## src/rtl/divider16by8_seq.sv

```systemverilog
// Sequential restoring divider: 16-bit dividend / 8-bit divisor, one quotient bit per clock.
// Optional busy output OCUPADO is enabled by defining DIVIDER16BY8_BUSY_EN.
module divider16by8_seq #(
   parameter int N_DIVIDEND = 16,
   parameter int N_DIVISOR  = 8
) (
   input  logic                  CLK,
   input  logic                  RESET_N,
   input  logic                  S,
   input  logic [N_DIVIDEND-1:0] n,
   input  logic [N_DIVISOR-1:0]  d,
   output logic [N_DIVIDEND-1:0] q,
   output logic [N_DIVISOR-1:0]  r,
   output logic                  DIV0,
   output logic                  PRONTO
`ifdef DIVIDER16BY8_BUSY_EN
   ,
   output logic                  OCUPADO
`endif
);

   localparam int CW = $clog2(N_DIVIDEND);

   typedef enum logic [1:0] {
      IDLE = 2'd0,
      LOAD = 2'd1,
      DIV  = 2'd2,
      DONE = 2'd3
   } state_t;

   state_t                r_state;
   logic [N_DIVIDEND-1:0] r_n;
   logic [N_DIVISOR-1:0]  r_d;
   logic [N_DIVISOR:0]    r_p;
   logic [CW-1:0]         r_cnt;
   logic [N_DIVIDEND-1:0] r_q;
   logic [N_DIVISOR-1:0]  r_r;
   logic                  r_div0;
   logic                  r_pronto;
   logic                  r_ocupado;

   logic [N_DIVISOR:0]    w_t;
   logic                  w_ge;
   logic [N_DIVISOR:0]    w_p_next;
   logic [N_DIVIDEND-1:0] w_n_next;

   // One restoring step; r_n shifts the dividend out and the quotient in from the LSB.
   always_comb begin
      w_t      = {r_p[N_DIVISOR-1:0], r_n[N_DIVIDEND-1]};
      w_ge     = (w_t >= {1'b0, r_d});
      w_p_next = w_ge ? (w_t - {1'b0, r_d}) : w_t;
      w_n_next = {r_n[N_DIVIDEND-2:0], w_ge};
   end

   // Control FSM and datapath registers; every output comes straight from a flop.
   always_ff @(posedge CLK or negedge RESET_N) begin
      if (!RESET_N) begin
         r_state   <= IDLE;
         r_n       <= {N_DIVIDEND{1'b0}};
         r_d       <= {N_DIVISOR{1'b0}};
         r_p       <= {(N_DIVISOR+1){1'b0}};
         r_cnt     <= {CW{1'b0}};
         r_q       <= {N_DIVIDEND{1'b0}};
         r_r       <= {N_DIVISOR{1'b0}};
         r_div0    <= 1'b0;
         r_pronto  <= 1'b0;
         r_ocupado <= 1'b0;
      end else begin
         case (r_state)
            IDLE: begin
               r_pronto <= 1'b0;
               if (S) begin
                  r_state   <= LOAD;
                  r_ocupado <= 1'b1;
               end else begin
                  r_state   <= IDLE;
                  r_ocupado <= 1'b0;
               end
            end
            LOAD: begin
               r_n   <= n;
               r_d   <= d;
               r_p   <= {(N_DIVISOR+1){1'b0}};
               r_cnt <= {CW{1'b0}};
               if (d == {N_DIVISOR{1'b0}}) begin
                  r_q       <= {N_DIVIDEND{1'b1}};
                  r_r       <= n[N_DIVISOR-1:0];
                  r_div0    <= 1'b1;
                  r_pronto  <= 1'b1;
                  r_ocupado <= 1'b0;
                  r_state   <= DONE;
               end else begin
                  r_div0  <= 1'b0;
                  r_state <= DIV;
               end
            end
            DIV: begin
               r_n   <= w_n_next;
               r_p   <= w_p_next;
               r_cnt <= r_cnt + CW'(1);
               if (r_cnt == CW'(N_DIVIDEND - 1)) begin
                  r_q       <= w_n_next;
                  r_r       <= w_p_next[N_DIVISOR-1:0];
                  r_pronto  <= 1'b1;
                  r_ocupado <= 1'b0;
                  r_state   <= DONE;
               end else begin
                  r_state <= DIV;
               end
            end
            DONE: begin
               r_pronto <= 1'b0;
               r_state  <= IDLE;
            end
            default: begin
               r_pronto  <= 1'b0;
               r_ocupado <= 1'b0;
               r_state   <= IDLE;
            end
         endcase
      end
   end

   assign q      = r_q;
   assign r      = r_r;
   assign DIV0   = r_div0;
   assign PRONTO = r_pronto;
`ifdef DIVIDER16BY8_BUSY_EN
   assign OCUPADO = r_ocupado;
`else
   logic w_unused;
   assign w_unused = r_ocupado;
`endif

endmodule

```

## config.mk

```make
export PLATFORM = sky130hd
export DESIGN_NAME = divider16by8_seq
export DESIGN_NICKNAME = d
export VERILOG_FILES = /design/src/rtl/divider16by8_seq.sv
export SDC_FILE = /design/constraint.sdc
export NUM_CORES = 1
export LEC_CHECK = 0
export BUFFER_PORTS_ARGS = -buffer_cell sky130_fd_sc_hd__buf_2
export CORE_MARGIN = 2
export CORE_UTILIZATION = 40
export DETAILED_ROUTE_END_ITERATION = 10
export SYNTH_ARGS = -nofsm -noshare
export SYNTH_HDL_FRONTEND = slang
export SYNTH_SLANG_ARGS = --single-unit
```

## constraint.sdc

```tcl
create_clock -name CLK -period 6.1 [get_ports CLK]
set_clock_uncertainty 0.1 [all_clocks]
set_input_delay 1.83 -clock CLK [delete_from_list [all_inputs] [get_ports CLK]]
set_output_delay 1.83 -clock CLK [all_outputs]
set_load 0.01 [all_outputs]
```

# ---- Yosys cells after proc, flatten, opt, wreduce, memory -nomap -nowiden
# Index checks and enable logic that the tools add are counted.
dict set report word_totals {
  ff_bits 64
  input_bits 27
  elab_cells 42
}
dict set report classes {
  addsub 2
  n_lt_le_gt_ge 1
  n_eq_ne 6
  muxes 18
  n_reduce_logical 6
}
# op count
set op_table {}
lappend op_table {{$pmux W16 S2} 2}
lappend op_table {{$mux W16} 2}
lappend op_table {{$pmux W8 S2} 2}
lappend op_table {{$mux W8} 3}
lappend op_table {{$ge A9 B8 Y1} 1}
lappend op_table {{$logic_not A8 Y1} 1}
lappend op_table {{$pmux W2 S4} 1}
lappend op_table {{$pmux W4 S2} 1}
lappend op_table {{$sub A8 B8 Y8} 1}
lappend op_table {{$mux W1} 6}
lappend op_table {{$add A4 B1 Y4 const B} 1}
lappend op_table {{$eq A2 B2 Y1 const B} 2}
lappend op_table {{$eq A4 B4 Y1 const B} 1}
lappend op_table {{$ne A2 B2 Y1 const B} 2}
lappend op_table {{$pmux W1 S3} 1}
lappend op_table {{$reduce_and A3 Y1} 1}
lappend op_table {{$eq A2 B1 Y1 const B} 1}
lappend op_table {{$logic_not A2 Y1} 1}
lappend op_table {{$reduce_and A2 Y1} 1}
lappend op_table {{$reduce_bool A2 Y1} 1}
lappend op_table {{$reduce_or A2 Y1} 1}

# ---- Logic depth before layout (Yosys ltp)
# Gate-level depths: netlist (run 1).
dict set report depth {
  word_depth 4
  depth_mapped 9
  ltp_nobuf 9
}

# ---- Least setup slack after synthesis (run 1)
# No wires, ideal clock.
dict set report synth_path {
  path_type {input-to-reg}
  from {in d[1]}
  to {reg r_r[6], in the netlist r[6]}
  setup_ps 154
  t_arrival_ps 2873
  required_time_ps 5846
  path_slack_ps 2973
  cell_stages 6
  n_path_buf 0
  path_cell_list {nor4_1 > a21bo_1 > nand3_1 > or3_1 > o21ai_0 > a41oi_1}
}
dict set report synth_between {
  elab_chain_cells 3
}
# item line
set synth_rtl {}
lappend synth_rtl {{start, declared} 11} ;# input logic [N_DIVISOR-1:0] d,
lappend synth_rtl {{$logic_not A8 Y1} 85} ;# if (d == {N_DIVISOR{1'b0}}) begin
lappend synth_rtl {{$ne A2 B2 Y1 (no source line)} -}
lappend synth_rtl {{$reduce_and A3 Y1 (no source line)} -}
lappend synth_rtl {{end signal, assigned} 64} ;# r_r <= {N_DIVISOR{1'b0}};
lappend synth_rtl {{end signal, assigned} 87} ;# r_r <= n[N_DIVISOR-1:0];
lappend synth_rtl {{end signal, assigned} 103} ;# r_r <= w_p_next[N_DIVISOR-1:0];
lappend synth_rtl {{end, declared} 37} ;# logic [N_DIVISOR-1:0] r_r;
# Every way passes these cells.
# A chain may end at the register's enable or synchronous reset.

# ---- Worst setup path in the final report (run 1)
dict set report layout_path {
  from {in d[7]}
  to {reg r_r[5], in the netlist r[5]}
}
# Same word-level chain as after synthesis.

==> impl_metrics.toml, run 1 <==
[sta]
max_freq_ghz = 0.269
hold_viol = 0
final_max_slew_viol_count = 0
worst_slew_pin_slew_ns = 0.905
min_period_ns = 3.72
setup_violations = 0
rsz0062_at_grt = "false"
setup_tns_ns = 0
worst_slack_ns = 2.38
max_slew_margin_pct = 39.7
period_share_pct = 61.0

[layout]
diodes = 0
syn_to_final_growth_pct = 16.6
drive_gt1_share_pct = 20.9
regArea_sq_mm = 0.00160
n_fill_cell = 760
fin_cells = 494
multi_input_area_sq_mm = 0.00143
fin_nets = 427

[place]
place_ws_ns = 2.03
gp_congestion = 0.784
port_buffers = 52
dpl.hpwl_um = 4760
place_inst = 478

[setup_path]
crit_path_start_kind = "input pin"
crit_path_end_kind = "register"
setup.worst_path.class = "in -> reg"
crit_required_ns = 6.22
crit_start = "d[7]"
crit_fanout = 27
reg2reg_from = "r_state[0]$_DFF_PN0_"
crit_arrival_ns = 3.84

[clock_tree]
cts_tree = "done"
clk_latency_ns = 0.34
numCtsBuffers = 9
cts_hold_buf = 0
post_cts_buffers = 0
path_clk_slew_ns = 0.07
htreeDepth = 3
cts_resized = 0
clockBufferDepth = 2
cts_root_buffer = "clkbuf_8"
clock-sinks = 64

[grt]
grt_pass1_vias = 2442
grt_overflow = 0
grt_pass1_wl_um = 11900
grt_max_degree = 65
track_usage_pct = 17.5
antenna_found_initial = 0

[route]
wl_um = 7070
routedWlPerCell_um = 14.3
dr_total_vias = 2544
highest_layer = "met4"
initialDrtViolationCount = 144
dr.pass1.iters = 4
met2RoutedLength_um = 3370
postRouteAntennaNets = 0
wl_met1_um = 3250
vias_per_cell = 5.15
route.detailed.drc = 0
dr_wl_met3_um = 332

[synthesis]
synth.distinct_cells = 45
yosys.area_share.simple_pct = 13.8
yosysSeqAreaShare_pct = 49.9
synth_fa_ha_area_share_pct = 5.30
synth_edf_count = 0
ys_warn_count = 0
synth_mux_area_share_pct = 8.19
synthCells = 337
yosysTopAreaCell = "dfrtp_1"
yosysMostFrequentCell = "dfrtp_1"
synthesis.area_sq_mm = 0.00321
synth_compound_area_share_pct = 16.5
synth_top_area_share_pct = 49.9
synth.ff_latch_count = 64
synth_xor_area_share_pct = 0.819
synth_area_leaders = "dfrtp_1 (50%), mux2i_1 (6.5%), nand2_1 (6.1%)"
syn_nets = 377
yosys-top-cells-count = "dfrtp_1 (64), nand2_1 (52), o21ai_0 (32), a21oi_1 (26), inv_1 (25)"
synth.avg_cell_area_sq_um = 9.52
ys_async_sr_fraction_pct = 100
synth_ff_type = "dfrtp_1"
synth_top_family_by_area = "compound AO/OA/AOI/OAI gates"

[die]
initial_core_util_pct = 41.3
coreArea_sq_mm = 0.00777
die_h_um = 93.6
pin_count = 53
num_rows = 32
die_area_sq_mm = 0.00876
die_x_um = 93.6

[min_path]
hp-class = "reg -> reg"
hp-start = "q[2]$_DFFE_PN0P_"

[power]
peakVddDrop_mv = 0.217
power.density_mw_per_mm2 = 623
fin_total_pwr_mw = 2.33
p_leak_nw = 1.79

[run_status]
status = "finished clean"

[run]
maxCapViolations = 0
==> sequential cells by signal, indices dropped and copies added (netlist names) <==
signal	flops
PRONTO	1
r	8
r_state	2
r_cnt	4
r_d	8
q	16
r_p	8
DIV0	1
r_n	16
==> per-stage QoR <==
step | hold slack, ns | instance area [sq um] | util, %
final | 0.361 | 3740 | 48.2
after global routing | 0.380 | 3740 | 48.2
after CTS | 0.368 | 3740 | 48.2
after detailed placement | 0.351 | 3540 | 45.6
after global placement | 0.348 | 3540 | 45.6
after floorplan | 0.384 | 3210 | -
==> cells by family after synthesis <==
| logic type | after synthesis |
|---|---|
| xor gates and xnor gates | 3 |
| DFF | 64 |
| muxes | 25 |
| buffers and inverters | 42 |
| adders and majority gates | 13 |
| AOI/OAI and AO/OA | 87 |
| and+or+nand+nor | 103 |
==> per-layer routing <==
layer  global-route usage (%)  vias to the layer above
met4                     6.40                        0
met3                     3.63                       11
met1                     23.8                     1219
met5                        0                        -
li1                         -                     1259
met2                     27.9                       55
==> report_power, final <==
part	switching, mW	internal [mW]	leakage [nW]	total, mW
combinational	0.737	0.482	0.921	1.22
clock	0.169	0.199	0.0993	0.369
sequential	0.114	0.630	0.766	0.744
total	1.02	1.31	1.79	2.33
==> placed cells by master, fill, tap and decap left out, types with 2 or more instances in the layout <==
master,netlist,final
o22ai_1,6,6
nor3_1,2,2
o21ai_0,32,32
or3_1,2,2
o211ai_1,3,3
mux2i_1,21,21
buf_4,2,4
dfrtp_1,64,64
ha_1,12,12
clkbuf_8,0,10
nor4_1,2,2
nand3_1,14,14
and3_1,2,2
inv_1,25,25
o21ai_2,2,2
o21a_1,2,2
nand2_1,52,52
a31oi_1,3,3
a21o_1,2,2
clkinv_2,0,2
mux2_4,2,2
xor2_1,2,2
nor2b_1,4,4
buf_2,3,52
mux2_2,2,2
nor2_1,21,21
a21oi_1,26,26
==> worst max-delay path, cell delays in order <==
cell      delay [ns]
buf_2           0.10
nor4_1          0.43
a21bo_1         0.23
and3_1          0.77
nand2_2         0.22
a21oi_1         0.17
a211oi_1        0.08
==> area by class of cell <==
type,count,share of cell area (%)
Clock inverter,5,1.50
Clock buffer,11,3.78
Inverter,25,2.51
Tap cell,102,3.41
Sequential cell,64,42.8
Timing Repair Buffer,56,7.76
Multi-Input combinational cell,231,38.2
==> worst paths after layout <==
| path | cells past startpoint | slack [ns] | to |
|---|---|---|---|
| max | 7 | 2.38 | r[5]$_DFFE_PN0P_ |
| min | 2 | 0.36 | q[2]$_DFFE_PN0P_ |
| max reg2reg | 7 | 3.40 | r[5]$_DFFE_PN0P_ |
| min reg2reg | 2 | 0.36 | q[2]$_DFFE_PN0P_ |
| max in group asynchronous | 2 | 3.80 | r_n[0]$_DFFE_PN0P_ |
| min in group asynchronous | 2 | 1.57 | r_n[13]$_DFFE_PN0P_ |
Note: power is estimated with default switching activity, not from simulation.
==> run 2, diff against run 1 <==
==> constraint.sdc (replaced) <==
create_clock -name CLK -period 3.8 [get_ports CLK]
set_clock_uncertainty 0.1 [all_clocks]
set_input_delay 1.14 -clock CLK [delete_from_list [all_inputs] [get_ports CLK]]
set_output_delay 1.14 -clock CLK [all_outputs]
set_load 0.01 [all_outputs]
==> run 2 against run 1 <==
Global-route usage is 0.19 points higher; die area stayed put; worst hold slack better by 0.0058 ns; non-clock buffer count is 2 higher; sequential cell count stayed put; via count is 0.75% lower; combinational power is 62% higher; sequential power is 61% higher; setup slack worse by 1.3 ns; utilization stayed put; critical path depth stayed put; highest routed layer unchanged.
==> impl_metrics.toml, run 2 (same netlist as run 1, synthesis figures left out) <==
[sta]
whs_ns = 0.367
setup_violations = 0
setup_tns_ns = 0
final_max_slew_viol_count = 0
min_period_ns = 2.70
max_freq_ghz = 0.371
period_share_pct = 71.0
max_slew_margin_pct = 60.0
rsz0062_at_grt = "false"
hold_viol = 0
worst_slew_pin_slew_ns = 0.599

[route]
initialDrtViolationCount = 194
dr_total_vias = 2525
dr.pass1.iters = 4
route.detailed.drc = 0
routedWlPerCell_um = 14.3
vias_per_cell = 5.09
postRouteAntennaNets = 0
wl_um = 7100

[power]
peakVddDrop_mv = 0.396
power.density_mw_per_mm2 = 994
p_leak_nw = 1.78
fin_total_pwr_mw = 3.72

[place]
port_buffers = 52
gp_congestion = 0.797
place_inst = 480
dpl.hpwl_um = 5190

[setup_path]
crit_required_ns = 3.90
crit_path_start_kind = "input pin"
crit_arrival_ns = 2.80
crit_fanout = 11
crit_path_end_kind = "register"
setup.worst_path.class = "in -> reg"

[grt]
grt_overflow = 0
grt_pass1_vias = 2494
grt_pass1_wl_um = 12000
antenna_found_initial = 0
grt_max_degree = 36
track_usage_pct = 17.7

[clock_tree]
cts_hold_buf = 0
clk_latency_ns = 0.35
cts_tree = "done"
htreeDepth = 3
numCtsBuffers = 9
post_cts_buffers = 0
cts_resized = 0
clockBufferDepth = 2
cts_root_buffer = "clkbuf_8"
clock-sinks = 64
path_clk_slew_ns = 0.08

[layout]
drive_gt1_share_pct = 21.6
finish.utilization_pct = 48.2
mostFrequentLayoutCells = "dfrtp_1 (64), nand2_1 (52), buf_2 (52), o21ai_0 (32), a21oi_1 (26)"
fin_nets = 429
diodes = 0
multi_input_area_sq_mm = 0.00143
final_common_cell = "dfrtp_1"
fin_cells = 496
regArea_sq_mm = 0.00160
n_fill_cell = 773
syn_to_final_growth_pct = 16.6

[die]
initial_core_util_pct = 41.3
coreArea_sq_mm = 0.00777
die_x_um = 93.6
die_area_sq_mm = 0.00876
num_rows = 32
pin_count = 53
die_h_um = 93.6

[min_path]
hp-class = "reg -> reg"

[run_status]
status = "finished clean"

[run]
maxCapViolations = 0
==> run 2: layer usage <==
metal / track usage (%) / wire length, um / part of all wire, % / vias up
met3: 3.79 / 229 / 3.2 / 10
met5: 0 / 0 / 0 / -
li1: - / - / - / 1264
met4: 6.40 / 106 / 1.5 / 0
met1: 24.2 / 3270 / 46 / 1218
met2: 28.0 / 3500 / 49 / 33
==> run 2: final cells by class <==
cell class / instances / share of cell area, %
Timing Repair Buffer: 58 / 8.16
Tap cell: 102 / 3.41
Multi-Input combinational cell: 231 / 38.2
Inverter: 25 / 2.51
Clock inverter: 6 / 1.20
Clock buffer: 10 / 3.68
Sequential cell: 64 / 42.8
==> run 2: path summary, 6_finish.rpt <==
check | from | endpoint | slack (ns) | cells after the start
min in group asynchronous | RESET_N | r_n[0]$_DFFE_PN0P_ | 0.68 | 1
worst max register to register | r_n[15]$_DFFE_PN0P_ | r[6]$_DFFE_PN0P_ | 1.42 | 9
max in group asynchronous | RESET_N | r_p[4]$_DFFE_PN0P_ | 2.19 | 2
worst min-delay path | q[7]$_DFFE_PN0P_ | q[7]$_DFFE_PN0P_ | 0.37 | 2
worst max-delay path | d[1] | r[6]$_DFFE_PN0P_ | 1.10 | 7
worst min register to register | q[7]$_DFFE_PN0P_ | q[7]$_DFFE_PN0P_ | 0.37 | 2
==> run 2: where the power goes <==
group / internal, mW / leakage [nW] / switching [mW]
Clock: 0.255 / 0.0845 / 0.287
Combinational: 0.791 / 0.931 / 1.18
Sequential: 1.01 / 0.766 / 0.190
==> run 2: critical path, cell delays in order <==
cell     delay (ns)
buf_2          0.10
nor4_1         0.40
a21bo_1        0.24
nand3_1        0.34
or3_1          0.44
o21ai_0        0.08
a41oi_1        0.07
==> run 2: metrics by stage <==
step | cell area [sq um] | setup slack, ns
global placement | 3560 | 0.755
detailed placement | 3560 | 0.743
floorplan | 3210 | 1.36
global route | 3740 | 0.920
CTS | 3740 | 1.10
finish | 3740 | 1.10
==> run 3, diff against run 2 <==
==> constraint.sdc (replaced) <==
create_clock -name CLK -period 2.6 [get_ports CLK]
set_clock_uncertainty 0.1 [all_clocks]
set_input_delay 0.78 -clock CLK [delete_from_list [all_inputs] [get_ports CLK]]
set_output_delay 0.78 -clock CLK [all_outputs]
set_load 0.01 [all_outputs]
==> run 3 against run 2 <==
Via count grew 1.6%; combinational power grew 52%; die area is the same; critical endpoint unchanged; largest cell class unchanged.
==> impl_metrics.toml, run 3 (same netlist as run 1, synthesis figures left out) <==
[die]
num_rows = 32
pin_count = 53
die_h_um = 93.6
die_area_sq_mm = 0.00876
initial_core_util_pct = 41.3
die_x_um = 93.6
coreArea_sq_mm = 0.00777

[place]
gp_congestion = 0.843
port_buffers = 52
placed_cell_area_sq_mm = 0.00361
place_ws_ns = 0.141
dpl.hpwl_um = 5170

[layout]
mostFrequentLayoutCells = "dfrtp_1 (64), nand2_1 (52), buf_2 (52), o21ai_0 (32), a21oi_1 (26)"
drive_gt1_share_pct = 22.4
n_fill_cell = 777
final_area_sq_mm = 0.00387
diodes = 0
fin_nets = 433
final_common_cell = "dfrtp_1"
multi_input_area_sq_mm = 0.00143
regArea_sq_mm = 0.00160
syn_to_final_growth_pct = 20.5

[sta]
hold_viol = 0
setup_violations = 0
min_period_ns = 2.38
rsz0062_at_grt = "false"
worst_slack_ns = 0.216
max_freq_ghz = 0.419
worst_slew_pin_slew_ns = 0.586
final_max_slew_viol_count = 0
period_share_pct = 91.7
whs_ns = 0.302
setup_tns_ns = 0
max_slew_margin_pct = 60.9

[grt]
grt_max_degree = 45
grt_overflow = 0
antenna_found_initial = 0
grt_pass1_wl_um = 12100
grt_pass1_vias = 2554
track_usage_pct = 17.9

[clock_tree]
cts_root_buffer = "clkbuf_8"
cts_hold_buf = 0
htreeDepth = 3
clk_latency_ns = 0.34
post_cts_buffers = 0
cts_tree = "done"
clockBufferDepth = 2
path_clk_slew_ns = 0.08
numCtsBuffers = 9
clock-sinks = 64
cts_resized = 0

[route]
route.detailed.drc = 0
initialDrtViolationCount = 137
routedWlPerCell_um = 14.3
postRouteAntennaNets = 0
dr_total_vias = 2566
wl_um = 7150
dr.pass1.iters = 4
vias_per_cell = 5.13

[min_path]
hp-class = "in -> async"

[setup_path]
setup.worst_path.class = "reg -> reg"
crit_required_ns = 2.70
crit_arrival_ns = 2.49
crit_path_start_kind = "register"
crit_path_end_kind = "register"
crit_fanout = 4

[run]
maxCapViolations = 0

[power]
p_leak_nw = 1.85
power.density_mw_per_mm2 = 1510
peakVddDrop_mv = 0.600

[run_status]
status = "finished clean"
run 3: cell types whose count changed in the layout (fill, tap and decap cells not counted), sizes merged:
cell,change
clkinv,-2
bufinv,+3
clkinvlp,-2
inv,+1
buf,+4
run 3: per-stage QoR:
stage | cells | util (%) | power, mW
global placement | 484 | 46.5 | 4.73
detailed placement | 484 | 46.5 | 4.79
global route | 500 | 49.8 | 6.37
floorplan | 337 | - | 3.94
CTS | 500 | 49.8 | 5.89
finish | 500 | 49.8 | 5.84
run 3: final timing paths:
check                           cells past startpoint  slack, ns              endpoint                start
worst max-delay path                                9       0.22      r[6]$_DFFE_PN0P_  r_n[15]$_DFFE_PN0P_
min in group CLK                                    2       0.36      q[4]$_DFFE_PN0P_     q[4]$_DFFE_PN0P_
worst min register to register                      2       0.36      q[4]$_DFFE_PN0P_     q[4]$_DFFE_PN0P_
worst max register to register                      9       0.22      r[6]$_DFFE_PN0P_  r_n[15]$_DFFE_PN0P_
max in group asynchronous                           2       1.49      r[7]$_DFFE_PN0P_              RESET_N
worst min-delay path                                1       0.30  r_state[1]$_DFF_PN0_              RESET_N
run 3: power breakdown:
part | total (mW) | internal (mW) | switching [mW]
sequential | 1.74 | 1.48 | 0.264
clock | 1.08 | 0.668 | 0.417
combinational | 3.01 | 1.25 | 1.77
run 3: routing by layer:
| layer | share of wire (%) | GRT usage (%) |
|---|---|---|
| met1 | 46 | 23.5 |
| met2 | 48 | 28.5 |
| met3 | 4.2 | 4.11 |
| met4 | 1.3 | 7.49 |
| met5 | 0 | 0 |
run 3: area by class of cell:
class	instances	share of cell area (%)
clock buffers	10	3.56
multi-input cells	231	37.0
flip-flops and latches	64	41.4
clock inverters	6	2.98
inverters	25	2.43
well taps	102	3.30
repair buffers	62	9.32
run 3: critical path, cell delays in order (launching register included):
cell and delay, ns:
dfrtp_1 0.37, inv_1 0.06, ha_1 0.24, fa_1 0.43, nor2b_1 0.18, o31a_1 0.16
o21ai_0 0.11, and3_1 0.20, o21ai_0 0.23, a41oi_1 0.17
